<file path="config.mk">
export PLATFORM = sky130hd
export DESIGN_NAME = writeback_unit
export DESIGN_NICKNAME = d
export VERILOG_FILES = /design/src/rtl/core_pkg.sv /design/src/rtl/load_align.sv /design/src/rtl/writeback_unit.sv
export SDC_FILE = /design/constraint.sdc
export NUM_CORES = 1
export LEC_CHECK = 0
export ABC_AREA = 1
export CORE_MARGIN = 1
export CORE_UTILIZATION = 34
export CTS_CLUSTER_DIAMETER = 50
export CTS_CLUSTER_SIZE = 30
export DETAILED_ROUTE_END_ITERATION = 12
export SLEW_MARGIN = 40
export SYNTH_ARGS = -nofsm -noshare
export SYNTH_HDL_FRONTEND = slang
export SYNTH_HIERARCHICAL = 1
export SYNTH_SLANG_ARGS = --single-unit
</file>
<file path="constraint.sdc">
create_clock -name clk -period 5.9 [get_ports clk]
set_input_delay 0.885 -clock clk [delete_from_list [all_inputs] [get_ports clk]]
set_output_delay 0.885 -clock clk [all_outputs]
set_load 0.005 [all_outputs]
</file>
<file path="src/rtl/core_pkg.sv">
// Shared definitions for the RV32I core back end: writeback source codes,
// load funct3 encodings and the writeback FSM state type.
package core_pkg;

    localparam logic [1:0] WB_SRC_NONE = 2'b00;
    localparam logic [1:0] WB_SRC_ALU  = 2'b01;
    localparam logic [1:0] WB_SRC_PC4  = 2'b10;
    localparam logic [1:0] WB_SRC_LOAD = 2'b11;

    localparam logic [2:0] LOAD_LB  = 3'b000;
    localparam logic [2:0] LOAD_LH  = 3'b001;
    localparam logic [2:0] LOAD_LW  = 3'b010;
    localparam logic [2:0] LOAD_LBU = 3'b100;
    localparam logic [2:0] LOAD_LHU = 3'b101;

    typedef enum logic [1:0] {
        WB_IDLE     = 2'd0,
        WB_WAIT_MEM = 2'd1,
        WB_WRITE    = 2'd2
    } wb_state_t;

endpackage

</file>
<file path="src/rtl/load_align.sv">
// Combinational load lane selection and sign/zero extension; also flags
// misaligned accesses and funct3 codes that are not legal loads.
module load_align
    import core_pkg::*;
(
    input  logic [2:0]  i_funct3,
    input  logic [1:0]  i_addr,
    input  logic [31:0] i_word,
    output logic [31:0] o_data,
    output logic        o_misaligned
);

    logic [7:0]  w_byte;
    logic [15:0] w_half;

    assign w_byte = i_word[{i_addr, 3'b000} +: 8];
    assign w_half = i_word[{i_addr[1], 4'b0000} +: 16];

    // NOTE: every output gets a default before the case so no path leaves it
    // unassigned, which would otherwise infer a latch.
    always_comb begin
        o_data       = '0;
        o_misaligned = 1'b0;
        case (i_funct3)
            LOAD_LB:  o_data = {{24{w_byte[7]}}, w_byte};
            LOAD_LBU: o_data = {24'd0, w_byte};
            LOAD_LH: begin
                o_data       = {{16{w_half[15]}}, w_half};
                o_misaligned = i_addr[0];
            end
            LOAD_LHU: begin
                o_data       = {16'd0, w_half};
                o_misaligned = i_addr[0];
            end
            LOAD_LW: begin
                o_data       = i_word;
                o_misaligned = |i_addr;
            end
            default:  o_misaligned = 1'b1;
        endcase
    end

endmodule

</file>
<file path="src/rtl/writeback_unit.sv">
// Register-file writeback stage: retires ALU, PC+4 and load results, with
// misaligned-load and memory-timeout error pulses.
module writeback_unit
    import core_pkg::*;
#(
    parameter int MEM_TIMEOUT = 16
) (
    input  logic        clk,
    input  logic        rst_n,
    input  logic        in_valid,
    output logic        in_ready,
    input  logic [1:0]  in_src,
    input  logic [4:0]  in_rd,
    input  logic [31:0] in_alu_result,
    input  logic [31:0] in_instr_addr,
    input  logic [2:0]  in_funct3,
    input  logic        mem_rvalid,
    input  logic [31:0] mem_rdata,
    output logic        rf_we,
    output logic [4:0]  rf_waddr,
    output logic [31:0] rf_wdata,
    output logic        err_misaligned,
    output logic        err_timeout
);

    localparam int CW = $clog2(MEM_TIMEOUT + 1);
    localparam logic [CW-1:0] CNT_LAST = CW'(MEM_TIMEOUT - 1);

    wb_state_t   r_state, w_state_nxt;
    logic [CW-1:0] r_cnt, w_cnt_nxt;
    logic [4:0]  r_rd;
    logic [2:0]  r_funct3;
    logic [1:0]  r_addr;
    logic        r_rf_we, r_err_mis, r_err_to;
    logic [4:0]  r_rf_waddr;
    logic [31:0] r_rf_wdata;

    logic        w_write, w_we, w_capture, w_err_mis, w_err_to;
    logic [4:0]  w_waddr;
    logic [31:0] w_wdata;
    logic [2:0]  w_la_funct3;
    logic [1:0]  w_la_addr;
    logic [31:0] w_la_data;
    logic        w_la_mis;

    // In IDLE the aligner checks the offered instruction; afterwards it
    // extends the returning word using the captured address and width.
    assign w_la_funct3 = (r_state == WB_IDLE) ? in_funct3 : r_funct3;
    assign w_la_addr   = (r_state == WB_IDLE) ? in_alu_result[1:0] : r_addr;

    load_align u_load_align (
        .i_funct3     (w_la_funct3),
        .i_addr       (w_la_addr),
        .i_word       (mem_rdata),
        .o_data       (w_la_data),
        .o_misaligned (w_la_mis)
    );

    always_comb begin
        w_state_nxt = r_state;
        w_cnt_nxt   = '0;
        w_write     = 1'b0;
        w_waddr     = r_rd;
        w_wdata     = w_la_data;
        w_capture   = 1'b0;
        w_err_mis   = 1'b0;
        w_err_to    = 1'b0;
        case (r_state)
            WB_IDLE: begin
                if (in_valid) begin
                    w_capture = 1'b1;
                    w_waddr   = in_rd;
                    case (in_src)
                        WB_SRC_ALU: begin
                            w_write     = 1'b1;
                            w_wdata     = in_alu_result;
                            w_state_nxt = WB_WRITE;
                        end
                        WB_SRC_PC4: begin
                            w_write     = 1'b1;
                            w_wdata     = in_instr_addr + 32'd4;
                            w_state_nxt = WB_WRITE;
                        end
                        WB_SRC_LOAD: begin
                            if (w_la_mis) w_err_mis   = 1'b1;
                            else          w_state_nxt = WB_WAIT_MEM;
                        end
                        default: ;
                    endcase
                end
            end
            WB_WAIT_MEM: begin
                // A response on the final count still wins over the timeout.
                if (mem_rvalid) begin
                    w_write     = 1'b1;
                    w_state_nxt = WB_WRITE;
                end else if (r_cnt == CNT_LAST) begin
                    w_err_to    = 1'b1;
                    w_state_nxt = WB_IDLE;
                end else begin
                    w_cnt_nxt = r_cnt + 1'b1;
                end
            end
            WB_WRITE: w_state_nxt = WB_IDLE;
            default:  w_state_nxt = WB_IDLE;
        endcase
    end

    // x0 is hardwired to zero, so a write to it is dropped entirely.
    assign w_we = w_write && (w_waddr != 5'd0);

    // NOTE: sequential state uses non-blocking assignments so every register
    // samples pre-edge values regardless of statement order.
    always_ff @(posedge clk) begin
        if (!rst_n) begin
            r_state    <= WB_IDLE;
            r_cnt      <= '0;
            r_rd       <= '0;
            r_funct3   <= '0;
            r_addr     <= '0;
            r_rf_we    <= 1'b0;
            r_rf_waddr <= '0;
            r_rf_wdata <= '0;
            r_err_mis  <= 1'b0;
            r_err_to   <= 1'b0;
        end else begin
            r_state   <= w_state_nxt;
            r_cnt     <= w_cnt_nxt;
            r_rf_we   <= w_we;
            r_err_mis <= w_err_mis;
            r_err_to  <= w_err_to;
            if (w_we) begin
                r_rf_waddr <= w_waddr;
                r_rf_wdata <= w_wdata;
            end
            if (w_capture) begin
                r_rd     <= in_rd;
                r_funct3 <= in_funct3;
                r_addr   <= in_alu_result[1:0];
            end
        end
    end

    assign in_ready       = (r_state == WB_IDLE);
    assign rf_we          = r_rf_we;
    assign rf_waddr       = r_rf_waddr;
    assign rf_wdata       = r_rf_wdata;
    assign err_misaligned = r_err_mis;
    assign err_timeout    = r_err_to;

endmodule

</file>
* Word level (Yosys, flattened, before mapping)
Cells that the tools add are included.
** Storage, ports and cells
- Register bits after elaboration :: 57
- Latch bits :: 0
- Memory bits (writable) :: 0
- ROM bits :: 0
- Output and inout bits :: 41
- Logic and storage cells :: 64
- Memories :: 0
** Cells by class
- Add/subtract/negate cells :: 2
- Multipliers :: 0
- Divide/modulo/power cells :: 0
- Magnitude comparators :: 0
- Equality and inequality tests :: 13
- Shift operators :: 2
- Mux-type cells :: 23
- Bitwise operators :: 2
- Reductions and logical operators :: 12
** Operator list (number)
- $pmux 32 s5 :: 1
- $mux 32 :: 2
- $pmux 32 s2 :: 1
- $add 32x3->32 const B :: 1
- $shiftx 32x6->16 :: 1
- $shiftx 32x6->8 :: 1
- $mux 2 :: 5
- $mux 5 :: 2
- $pmux 2 s2 :: 2
- $reduce_and 4->1 :: 2
- $reduce_or 2->1 :: 4
- $mux 1 :: 7
- $eq 3x3->1 const B :: 2
- $ne 3x3->1 const B :: 2
- $add 5x1->5 const B :: 1
- $eq 5x4->1 const B :: 1
- $reduce_bool 5->1 :: 1
- $eq 2x1->1 const B :: 2
- $eq 2x2->1 const B :: 2
- $reduce_or 4->1 :: 1
- $eq 3x1->1 const B :: 1
- $eq 3x2->1 const B :: 1
- $logic_not 3->1 :: 1
- $mux 3 :: 1
- 8 further kinds :: 9

* Longest topological paths before layout
Gate-level depths: netlist of the first run.
- Word-level depth :: 9
- Gate-level depth with buffers :: 16
- Depth with buffers taken out :: 15

* Hierarchy
Netlist of the first run, hierarchy kept.
** Modules (own cells, without submodules)
- writeback_unit :: instances 1, cells an instance 624, area each 3699.8 um^2, sequential area each 1141.1 um^2
- load_align :: instances 1, cells an instance 213, area each 950.9 um^2, sequential area each 0.0 um^2

* Worst setup path after synthesis of the first run
Ideal clock, no wire load.
- Path type :: flip-flop to flip-flop
- Start :: register r_state[1]
- End :: register r_rf_wdata[13] (netlist: rf_wdata[13])
- Data arrival time :: 2.286 ns
- Path slack :: 3.498 ns
- Cell stages (with the launch flop) :: 13
- Path buffers :: 2
- Clock period less this slack :: 2.402 ns
- Path through :: dfxtp_1 nor2_8 clkbuf_1 o21ai_0 inv_2 nand2_2 nor2_1 nand2_4 buf_6 nand2_1 or2_2 a21oi_1 nor2_1
** Between the ends
- Longest elaborated chain between the ends :: 7
- Elaborated cells on any way between the ends :: 19
- Those cells by class :: eq/ne: 5; shift: 2; mux: 8; reduce/logical: 4
** RTL lines
- from (decl) :: RTL line writeback_unit.sv:29 : wb_state_t r_state, w_state_nxt;
- from (signal assigned) :: RTL line writeback_unit.sv:127 : r_state <= w_state_nxt;
- $logic_not 2->1 (*)
- net in_ready :: RTL line writeback_unit.sv:11 : output logic in_ready,
- $mux 3 (*) :: RTL line writeback_unit.sv:48 : assign w_la_funct3 = (r_state == WB_IDLE) ? in_funct3 : r_funct3;
- net w_la_funct3[1] :: RTL line writeback_unit.sv:41 : logic [2:0] w_la_funct3;
- $eq 3x2->1, or another cell as far along :: RTL line load_align.sv:24 : case (i_funct3)
- $pmux 32 s5 (*) :: RTL line load_align.sv:24
- net w_la_data[13] :: RTL line writeback_unit.sv:43 : logic [31:0] w_la_data;
- $pmux 32 s2 :: RTL line writeback_unit.sv:73 : case (in_src)
- $mux 32 :: RTL line writeback_unit.sv:70 : if (in_valid) begin
- $mux 32 (*) :: RTL line writeback_unit.sv:68 : case (r_state)
- to (signal assigned) :: RTL line writeback_unit.sv:134 : r_rf_wdata <= w_wdata;
- to (decl) :: RTL line writeback_unit.sv:36 : logic [31:0] r_rf_wdata;
Mark *: on every way through the listed nets, which the timed path passes. The rest lies on a longest branch.
A chain may end at the register's enable or synchronous reset.

* Worst setup path in the final report of the first run
- Start :: input in_src[0]
- End :: register r_rf_wdata[24] (netlist: rf_wdata[24])
** Between the ends
- Longest elaborated chain between the ends :: 6
- Elaborated cells on any way between the ends :: 10
- Those cells by class :: eq/ne: 2; mux: 6; reduce/logical: 2
** RTL lines
- from (decl) :: RTL line writeback_unit.sv:12 : input logic [1:0] in_src,
- $eq 2x2->1 or $eq 2x1->1 (tied branches) :: RTL line writeback_unit.sv:73
- $reduce_or 2->1 (no source line)
- $mux 1 :: RTL line writeback_unit.sv:73
- $mux 1 :: RTL line writeback_unit.sv:70
- $pmux 1 s2 :: RTL line writeback_unit.sv:68
- $logic_and 1x1->1 :: RTL line writeback_unit.sv:110 : assign w_we = w_write && (w_waddr != 5'd0);
Several ways; a longest one is shown, not always the timed one.

==> flow_metrics.env, run 1 <==
export IMPL_grt_max_degree=41
export IMPL_fin_skew_ns=0.00753
export IMPL_track_usage_pct=24.2
export IMPL_initial_utilization_pct=35.0
export IMPL_setup_viol=0
export IMPL_cts_tree="built"
export IMPL_timing_final_crit_share_pct=56.8
export IMPL_tns_ns=0
export IMPL_cts_hold_fix_buffers=0
export IMPL_slew_headroom_pct=52.8
export IMPL_rows=42
export IMPL_comb_power_share_pct=31.9
export IMPL_die_x_um=119
export IMPL_rsz0062_at_grt="no"
export IMPL_area_growth_pct=40.2
export IMPL_clk_insertion_delay_late_ns=0.33
export IMPL_place_hpwl_um=12900
export IMPL_synth_cells=837
export IMPL_port_buffers=150
export IMPL_arrival_ns=3.61
export IMPL_slew_violations=0
export IMPL_synth_cell_type_count=37
export IMPL_max_cap_violations=0
export IMPL_cts_setup_buffers=0
export IMPL_final_common_cell="nand2_1"
export IMPL_hp_class="reg2reg"
export IMPL_path_class="in2reg"
export IMPL_core_area_mm2=0.0133
export IMPL_dieArea_mm2=0.0142
export IMPL_antenna_found_initial=0
export IMPL_leakage_nw=2.89
export IMPL_holdWs_ns=0.448
export IMPL_ir_drop_uv=144
export IMPL_seqPwrFrac_pct=28.7
export IMPL_async_reset_ff_share_pct=0
export IMPL_path_cells="clkdlybuf4s50_1 > inv_1 > ha_1 > nor2_4 > a21oi_1 > o21bai_4 > buf_4 > nor2_1 > nand2_1 > a21oi_1"
export IMPL_syn_nets=953
export IMPL_yosysSeqAreaShare_pct=24.5
export IMPL_crit_path_max_incr_delay_ns=0.58
export IMPL_fmax_mhz=298
export IMPL_die_y_um=119
export IMPL_ctsResizeCount=0
export IMPL_viasPerCell=4.83
export IMPL_start_kind="input pin"
export IMPL_report_final_hold_viol_count=0
export IMPL_yosys_warnings=6
export IMPL_status="completed"
export IMPL_design_area_mm2=0.00652
export IMPL_syn_area_mm2=0.00465
export IMPL_critical_path_top_delay_family="buffers and inverters"
export IMPL_ios=151
export IMPL_drtPass1Iterations=5
export IMPL_critPathBufInv=3
export IMPL_cts_sinks=57
export IMPL_clk_pin_slew_ns=0.05
export IMPL_layout_drive_gt1_share_pct=4.83
export IMPL_drt_iter0_drc=418
export IMPL_path_common_cell="a21oi_1"
export IMPL_place_congestion=0.947
export IMPL_routedWlPerCell_um=14.3
export IMPL_ys_flop_type="dfxtp_1"
export IMPL_path_max_fanout=40
export IMPL_period_needed_ns=3.35
export IMPL_grt_overflow=0
export IMPL_crit_required_ns=6.16
export IMPL_drc_errors=0
export IMPL_grt_pass1_wl_um=26800
export IMPL_first_global_vias=5308
export IMPL_pwr_density_cell_mw_per_mm2=234
export IMPL_antenna_cells=0
export IMPL_fin_util_pct=49.0
export IMPL_synth_edff_count=0
export IMPL_vias=5553
export IMPL_yosys_register_bits=57
export IMPL_cts_buffers=9
export IMPL_worst_slew_pin_slew_ns=0.706
export IMPL_p_int_mw=1.05
export IMPL_clkPwrFrac_pct=39.4
export IMPL_switchingPower_mw=0.476
export IMPL_cts_root_buf="clkbuf_16"
export IMPL_final_cell_mix="nand2_1 (283), nor2_1 (151), clkdlybuf4s50_1 (149)"
export IMPL_cts_buffer_depth=2
export IMPL_critical_path_slowest_cell="nor2_4"
export IMPL_place_area_mm2=0.00618
export IMPL_end_kind="flop"
export IMPL_switching_share_pct=31.2
export IMPL_cts_max_level=3
export IMPL_nets=1084
export IMPL_wl_um=16400
export IMPL_synth_avg_cell_area_um2=5.56
export IMPL_antenna_left=0
-- cell type report --
cell class | count | area [µm²]
clock buffers | 11 | 243
clock inverters | 5 | 103
fillers | 1422 | 6770
inverters | 87 | 327
multi-input cells | 658 | 2950
flip-flops and latches | 57 | 1140
well taps | 176 | 220
repair buffers | 155 | 1530
-- metal layers --
metal | wire length [µm] | vias to the layer above | track usage, % | part of all wire [%]
met1 | 7910 | 2453 | 32.5 | 48
met4 | 193 | 0 | 5.78 | 1.2
met2 | 7370 | 190 | 40.0 | 45
met3 | 977 | 14 | 4.36 | 5.9
met5 | 0 | - | 0 | 0
li1 | - | 2896 | - | -
-- power groups by stage --
stage	Sequential [mW]	Clock [mW]	Combinational [mW]
global placement	0.445	0	0.488
global route	0.441	0.631	0.546
detailed placement	0.445	0	0.484
CTS	0.437	0.611	0.486
floorplan	0.442	0	0.287
finish	0.438	0.601	0.487
-- worst register-to-register path, stage by stage, from the launching register on --
cell and delay [ns]:
dfxtp_1 0.36, nor2_8 0.28, o21ai_0 0.15, buf_4 0.20, inv_1 0.47, nand2_1 0.19
nand3_1 0.13, nand2_2 0.09, nand2_4 0.20, nand2_1 0.07, or2_2 0.30, a21oi_1 0.15
nor2_1 0.06
-- cells in the mapped netlist, types with 2 or more instances --
cell type	count	area, µm²
buf_2	3	15.0
nand4_1	11	68.8
inv_2	4	15.0
dfxtp_1	57	1140
clkbuf_1	17	63.8
buf_4	3	22.5
o21ai_1	6	30.0
nand2_2	3	18.8
xor2_1	3	26.3
a22o_1	3	26.3
nand3b_1	2	15.0
o21ai_0	42	210
nand2_4	2	22.5
o21bai_1	3	22.5
o211ai_1	2	15.0
or2_2	4	25.0
nor2_4	2	22.5
nand3_1	59	295
nor2_1	151	567
nor3b_1	2	15.0
inv_1	83	312
buf_6	11	124
nand2_1	283	1060
nor2_2	3	18.8
ha_1	6	75.1
a21oi_1	61	305
-- path summary, 6_finish.rpt --
path	startpoint	end	slack (ns)	cells past startpoint
worst min-delay path	r_funct3[2]	r_funct3[2]	0.45	2
worst max-delay path	in_src[0]	rf_wdata[24]	2.55	10
worst min register to register	r_funct3[2]	r_funct3[2]	0.45	2
worst max register to register	r_state[1]	rf_wdata[14]	3.15	12
-- cell families (layout without fill, tap and decap cells) --
group	after synthesis	count (layout)	synth area share, %
AOI/OAI and AO/OA	122	122	14.2
DFF	57	57	24.5
buffers and inverters	122	258	11.9
xor gates and xnor gates	3	3	0.565
and+or+nand+nor	526	526	46.9
muxes	1	1	0.215
adders and majority gates	6	6	1.61
-- metrics by stage --
stage | total power, mW | std cells | setup WS (ns)
2_1_floorplan | 0.729 | 837 | 3.50
3_3_place_gp | 0.934 | 1133 | 2.21
3_5_place_dp | 0.929 | 1133 | 2.21
4_1_cts | 1.53 | 1149 | 2.55
5_1_grt | 1.62 | 1149 | 2.30
6_report | 1.53 | 1149 | 2.55
-- state kept, by name (all words and copies together) (netlist names) --
register and count:
rf_we 1, r_addr 2, r_cnt 5, rf_waddr 5
err_misaligned 1, r_state 2, r_rd 5, rf_wdata 32
r_funct3 3, err_timeout 1
(Power assumes the default switching activity.)
==> run 2: changes to the inputs <==
==> constraint.sdc (replaced) <==
create_clock -name clk -period 2.7 [get_ports clk]
set_input_delay 0.405 -clock clk [delete_from_list [all_inputs] [get_ports clk]]
set_output_delay 0.405 -clock clk [all_outputs]
set_load 0.005 [all_outputs]
==> flow_metrics.env, run 2 (synthesis results as in run 1) <==
export IMPL_final_cell_mix="nand2_1 (283), nor2_1 (151), clkdlybuf4s50_1 (150)"
export IMPL_setup_viol=0
export IMPL_cts_setup_buffers=0
export IMPL_slew_headroom_pct=57.6
export IMPL_ff2ff_setup_slack_ns=0.36
export IMPL_fin_skew_ns=0.0103
export IMPL_cts_tree="built"
export IMPL_path_cells="nor2_8 > o21ai_0 > inv_2 > nor2_2 > nand2_1 > nand3_1 > inv_1 > nor2_1 > inv_1 > o211ai_1 > nor2_1 > nor2_1 > nor2_1"
export IMPL_cts_root_buf="clkbuf_16"
export IMPL_clk_insertion_delay_late_ns=0.32
export IMPL_fin_cells=1169
export IMPL_ios=151
export IMPL_track_usage_pct=23.2
export IMPL_drt_iter0_drc=380
export IMPL_cts_max_level=3
export IMPL_area_growth_pct=43.4
export IMPL_slew_violations=0
export IMPL_tns_ns=0
export IMPL_grt_pass1_wl_um=25800
export IMPL_cts_buffers=9
export IMPL_path_max_fanout=19
export IMPL_arrival_ns=2.54
export IMPL_hold_depth=2
export IMPL_viasPerCell=4.82
export IMPL_cts_buffer_depth=2
export IMPL_final_common_cell="nand2_1"
export IMPL_core_area_mm2=0.0133
export IMPL_largest_reg_flops=32
export IMPL_max_cap_violations=0
export IMPL_vias=5632
export IMPL_place_congestion=0.940
export IMPL_antenna_left=0
export IMPL_ctsResizeCount=0
export IMPL_fin_util_pct=50.2
export IMPL_drc_errors=0
export IMPL_hold_end="r_addr[0]"
export IMPL_initial_utilization_pct=35.0
export IMPL_reg2reg_from="r_state[1]"
export IMPL_crit_required_ns=2.90
export IMPL_hp_class="reg2reg"
export IMPL_clk_pin_slew_ns=0.05
export IMPL_worst_slew_pin_slew_ns=0.632
export IMPL_die_y_um=119
export IMPL_dpl_cell_count=1153
export IMPL_report_final_hold_viol_count=0
export IMPL_reg2reg_depth=13
export IMPL_routedWlPerCell_um=13.9
export IMPL_rows=42
export IMPL_ir_drop_uv=251
export IMPL_status="completed"
export IMPL_antenna_cells=0
export IMPL_fmax_mhz=427
export IMPL_die_x_um=119
export IMPL_first_global_vias=5222
export IMPL_path_common_cell="nor2_1"
export IMPL_leakage_nw=2.98
export IMPL_crit_path_max_incr_delay_ns=0.43
export IMPL_layout_drive_gt1_share_pct=6.55
export IMPL_pwr_density_cell_mw_per_mm2=493
export IMPL_port_buffers=150
export IMPL_power_mw=3.29
export IMPL_grt_overflow=0
export IMPL_timing_final_crit_share_pct=86.8
export IMPL_rsz0062_at_grt="no"
export IMPL_start_kind="flop"
export IMPL_place_hpwl_um=13100
export IMPL_antenna_found_initial=0
export IMPL_min_from="r_addr[0]"
export IMPL_holdWs_ns=0.446
export IMPL_drtPass1Iterations=5
export IMPL_period_needed_ns=2.34
export IMPL_wl_um=16200
export IMPL_nets=1104
export IMPL_r2r_end="r_state[0]"
export IMPL_path_class="reg2reg"
export IMPL_cts_sinks=57
export IMPL_critical_path_slowest_cell="dfxtp_1"
export IMPL_grt_max_degree=33
export IMPL_dieArea_mm2=0.0142
export IMPL_end_kind="flop"
export IMPL_cts_hold_fix_buffers=0
## run 2: cell types whose count changed in the layout (fill, tap and decap cells not counted), sizes merged
cell | before | now
bufinv | 3 | 2
clkbuf | 11 | 9
clkinvlp | 1 | 2
inv | 87 | 89
buf | 6 | 25
clkdlybuf4s50 | 149 | 150
## run 2: worst max-delay path by stage
stage | from | to | slack [ns]
2_1_floorplan | r_state[1] | rf_wdata[13] | 0.30
3_3_place_gp | in_funct3[1] | rf_wdata[14] | 0.22
6_report | r_state[1] | r_state[0] | 0.36
5_1_grt | r_state[1] | r_state[0] | 0.14
4_1_cts | r_state[1] | r_state[0] | 0.40
3_5_place_dp | in_alu_result[1] | rf_wdata[13] | 0.20
## run 2: worst max-delay path, delay by kind of cell (launching register included)
family / cells / cell delay, ns
buf+inv: 3 / 0.27
flops: 1 / 0.43
simple gates: 8 / 0.99
compound gates: 2 / 0.52
## run 2: layout make-up
class / count / area (µm²)
inverter: 87 / 327
sequential: 57 / 1140
tap: 176 / 220
clock inverter: 7 / 101
fill: 1453 / 6630
timing repair buffer: 175 / 1700
clock buffer: 9 / 225
multi-input combinational: 658 / 2950
## run 2: per-stage QoR
stage | worst slack (ns) | area, µm²
2_1_floorplan | 0.298 | 4650
3_3_place_gp | 0.215 | 6340
3_5_place_dp | 0.200 | 6340
4_1_cts | 0.397 | 6670
5_1_grt | 0.140 | 6670
6_report | 0.357 | 6670
## run 2: report_power, final
| group | leakage [nW] | total [mW] | switching (mW) | internal [mW] |
|---|---|---|---|---|
| clock network | 0.153 | 1.22 | 0.408 | 0.814 |
| logic | 2.36 | 1.11 | 0.614 | 0.498 |
| registers | 0.465 | 0.954 | 0.0420 | 0.912 |
## run 2: routing by layer
| metal | up-vias | share of wire, % | global-route usage (%) |
|---|---|---|---|
| met5 | - | 0 | 0 |
| met2 | 177 | 47 | 39.6 |
| met3 | 17 | 4.8 | 2.54 |
| met4 | 0 | 1.5 | 6.49 |
| li1 | 2937 | - | - |
| met1 | 2501 | 47 | 30.7 |
==> run 3: changes to the inputs <==
--- a/config.mk
+++ b/config.mk
@@ -11,6 +11,7 @@
 export CTS_CLUSTER_DIAMETER = 50
 export CTS_CLUSTER_SIZE = 30
 export DETAILED_ROUTE_END_ITERATION = 12
+export REMOVE_ABC_BUFFERS = 1
 export SLEW_MARGIN = 40
 export SYNTH_ARGS = -nofsm -noshare
 export SYNTH_HDL_FRONTEND = slang
==> flow_metrics.env, run 3 (synthesis results as in run 1) <==
export IMPL_status="completed"
export IMPL_start_kind="flop"
export IMPL_report_final_hold_viol_count=0
export IMPL_hold_depth=2
export IMPL_final_common_cell="nand2_1"
export IMPL_grt_use_met1_pct=32.7
export IMPL_drt_iter0_drc=303
export IMPL_largest_reg_flops=32
export IMPL_period_needed_ns=2.29
export IMPL_timing_final_crit_share_pct=84.9
export IMPL_reg2reg_from="r_state[1]"
export IMPL_r2r_end="r_state[0]"
export IMPL_cts_buffer_depth=2
export IMPL_first_global_vias=5327
export IMPL_grt_max_degree=33
export IMPL_arrival_ns=2.50
export IMPL_ios=151
export IMPL_ctsResizeCount=0
export IMPL_cts_buffers=9
export IMPL_grt_overflow=0
export IMPL_cts_hold_fix_buffers=0
export IMPL_rows=42
export IMPL_crit_required_ns=2.91
export IMPL_drc_errors=0
export IMPL_switching_share_pct=32.8
export IMPL_slew_headroom_pct=64.7
export IMPL_track_usage_pct=24.0
export IMPL_end_kind="flop"
export IMPL_slew_violations=0
export IMPL_final_cell_mix="nand2_1 (283), nor2_1 (151), clkdlybuf4s50_1 (150)"
export IMPL_cts_setup_buffers=0
export IMPL_layout_drive_gt1_share_pct=6.26
export IMPL_core_area_mm2=0.0133
export IMPL_path_class="reg2reg"
export IMPL_seqPwrFrac_pct=29.9
export IMPL_port_buffers=150
export IMPL_place_hpwl_um=13000
export IMPL_viasPerCell=4.83
export IMPL_comb_power_share_pct=34.2
export IMPL_worst_slew_pin_slew_ns=0.530
export IMPL_clk_pin_slew_ns=0.05
export IMPL_antenna_left=0
export IMPL_cts_tree="built"
export IMPL_fillers=1415
export IMPL_die_x_um=119
export IMPL_p_int_mw=2.14
export IMPL_cp_startpoint="r_state[1]"
export IMPL_tns_ns=0
export IMPL_antenna_found_initial=0
export IMPL_fmax_mhz=436
export IMPL_power_mw=3.18
export IMPL_min_from="r_funct3[0]"
export IMPL_cts_sinks=57
export IMPL_wl_um=16500
export IMPL_nets=1101
export IMPL_cts_root_buf="clkbuf_16"
export IMPL_hold_end="r_funct3[0]"
export IMPL_dieArea_mm2=0.0142
export IMPL_clk_insertion_delay_late_ns=0.33
export IMPL_setup_viol=0
export IMPL_antenna_cells=0
export IMPL_grt_util_met2_pct=38.7
export IMPL_area_growth_pct=42.4
export IMPL_leakage_nw=2.95
export IMPL_die_y_um=119
export IMPL_ff2ff_setup_slack_ns=0.41
export IMPL_drtPass1Iterations=5
export IMPL_pwr_density_cell_mw_per_mm2=480
export IMPL_rsz0062_at_grt="no"
export IMPL_routedWlPerCell_um=14.2
export IMPL_initial_utilization_pct=35.0
export IMPL_place_congestion=0.920
export IMPL_reg2reg_depth=14
export IMPL_clkPwrFrac_pct=35.9
export IMPL_path_max_fanout=19
export IMPL_vias=5631
export IMPL_groute_layer_met3_usage_pct=3.21
export IMPL_max_cap_violations=0
export IMPL_switchingPower_mw=1.04
export IMPL_grt_most_used_layer="met2"
export IMPL_hp_class="reg2reg"
export IMPL_ir_drop_uv=198
export IMPL_grt_pass1_wl_um=26700
export IMPL_fin_skew_ns=0.00744
export IMPL_cts_max_level=3
run 3: cell count changes in the layout (fill, tap and decap cells not counted):
cell	previous run	this run
buf_4	24	21
clkinv_2	0	2
inv_6	2	0
bufinv_16	2	1
clkbuf_1	0	1
clkbuf_8	0	1
clkinv_4	1	0
o21ai_1	7	6
o21ai_2	1	2
run 3: through the flow:
step	worst slack [ns]	cell area [µm²]	cells	util [%]	hold WS, ns
floorplan	-0.107	4420	802	-	0.418
global placement	0.182	6320	1150	47.5	0.436
detailed placement	0.157	6320	1150	47.5	0.444
CTS	0.332	6620	1166	49.8	0.451
global route	0.136	6620	1166	49.8	0.471
finish	0.408	6620	1166	49.8	0.446
run 3: power groups by stage:
stage	sequential (mW)	clock, mW	combinational, mW
finish	0.952	1.14	1.09
global route	0.959	1.19	1.21
CTS	0.953	1.16	1.08
detailed placement	0.970	0	1.08
global placement	0.971	0	1.08
floorplan	0.965	0	0.560
run 3: cell type report:
class,instances,area [µm²],share of cell area [%]
Clock buffer,11,243,3.67
Clock inverter,5,55.1,0.831
Inverter,87,327,4.93
Multi-Input combinational cell,658,2960,44.7
Sequential cell,57,1140,17.2
Tap cell,176,220,3.33
Timing Repair Buffer,172,1680,25.4
run 3: layer usage:
metal	vias up	part of all wire (%)
met5	-	0
met4	0	2.1
met3	25	5.6
met2	197	45
met1	2477	47
li1	2932	-
run 3: worst max-delay path, cell delays in order (launching register included):
cell,delay (ns)
dfxtp_1,0.36
nor2_8,0.28
nand2_1,0.07
o21ai_0,0.15
inv_2,0.17
nor2_2,0.40
nand2_1,0.09
nand3_1,0.11
inv_1,0.05
nor2_1,0.09
inv_1,0.06
o211ai_1,0.11
nor2_1,0.06
nor2_1,0.10
nor2_1,0.04
run 3: worst max path at each step:
stage / end / slack (ns) / cells past startpoint
after floorplan: r_state[0] / -0.11 / 13
after global placement: rf_wdata[14] / 0.18 / 11
after detailed placement: rf_wdata[14] / 0.16 / 11
after CTS: rf_wdata[14] / 0.33 / 10
after global routing: r_state[0] / 0.14 / 14
final: r_state[0] / 0.41 / 14
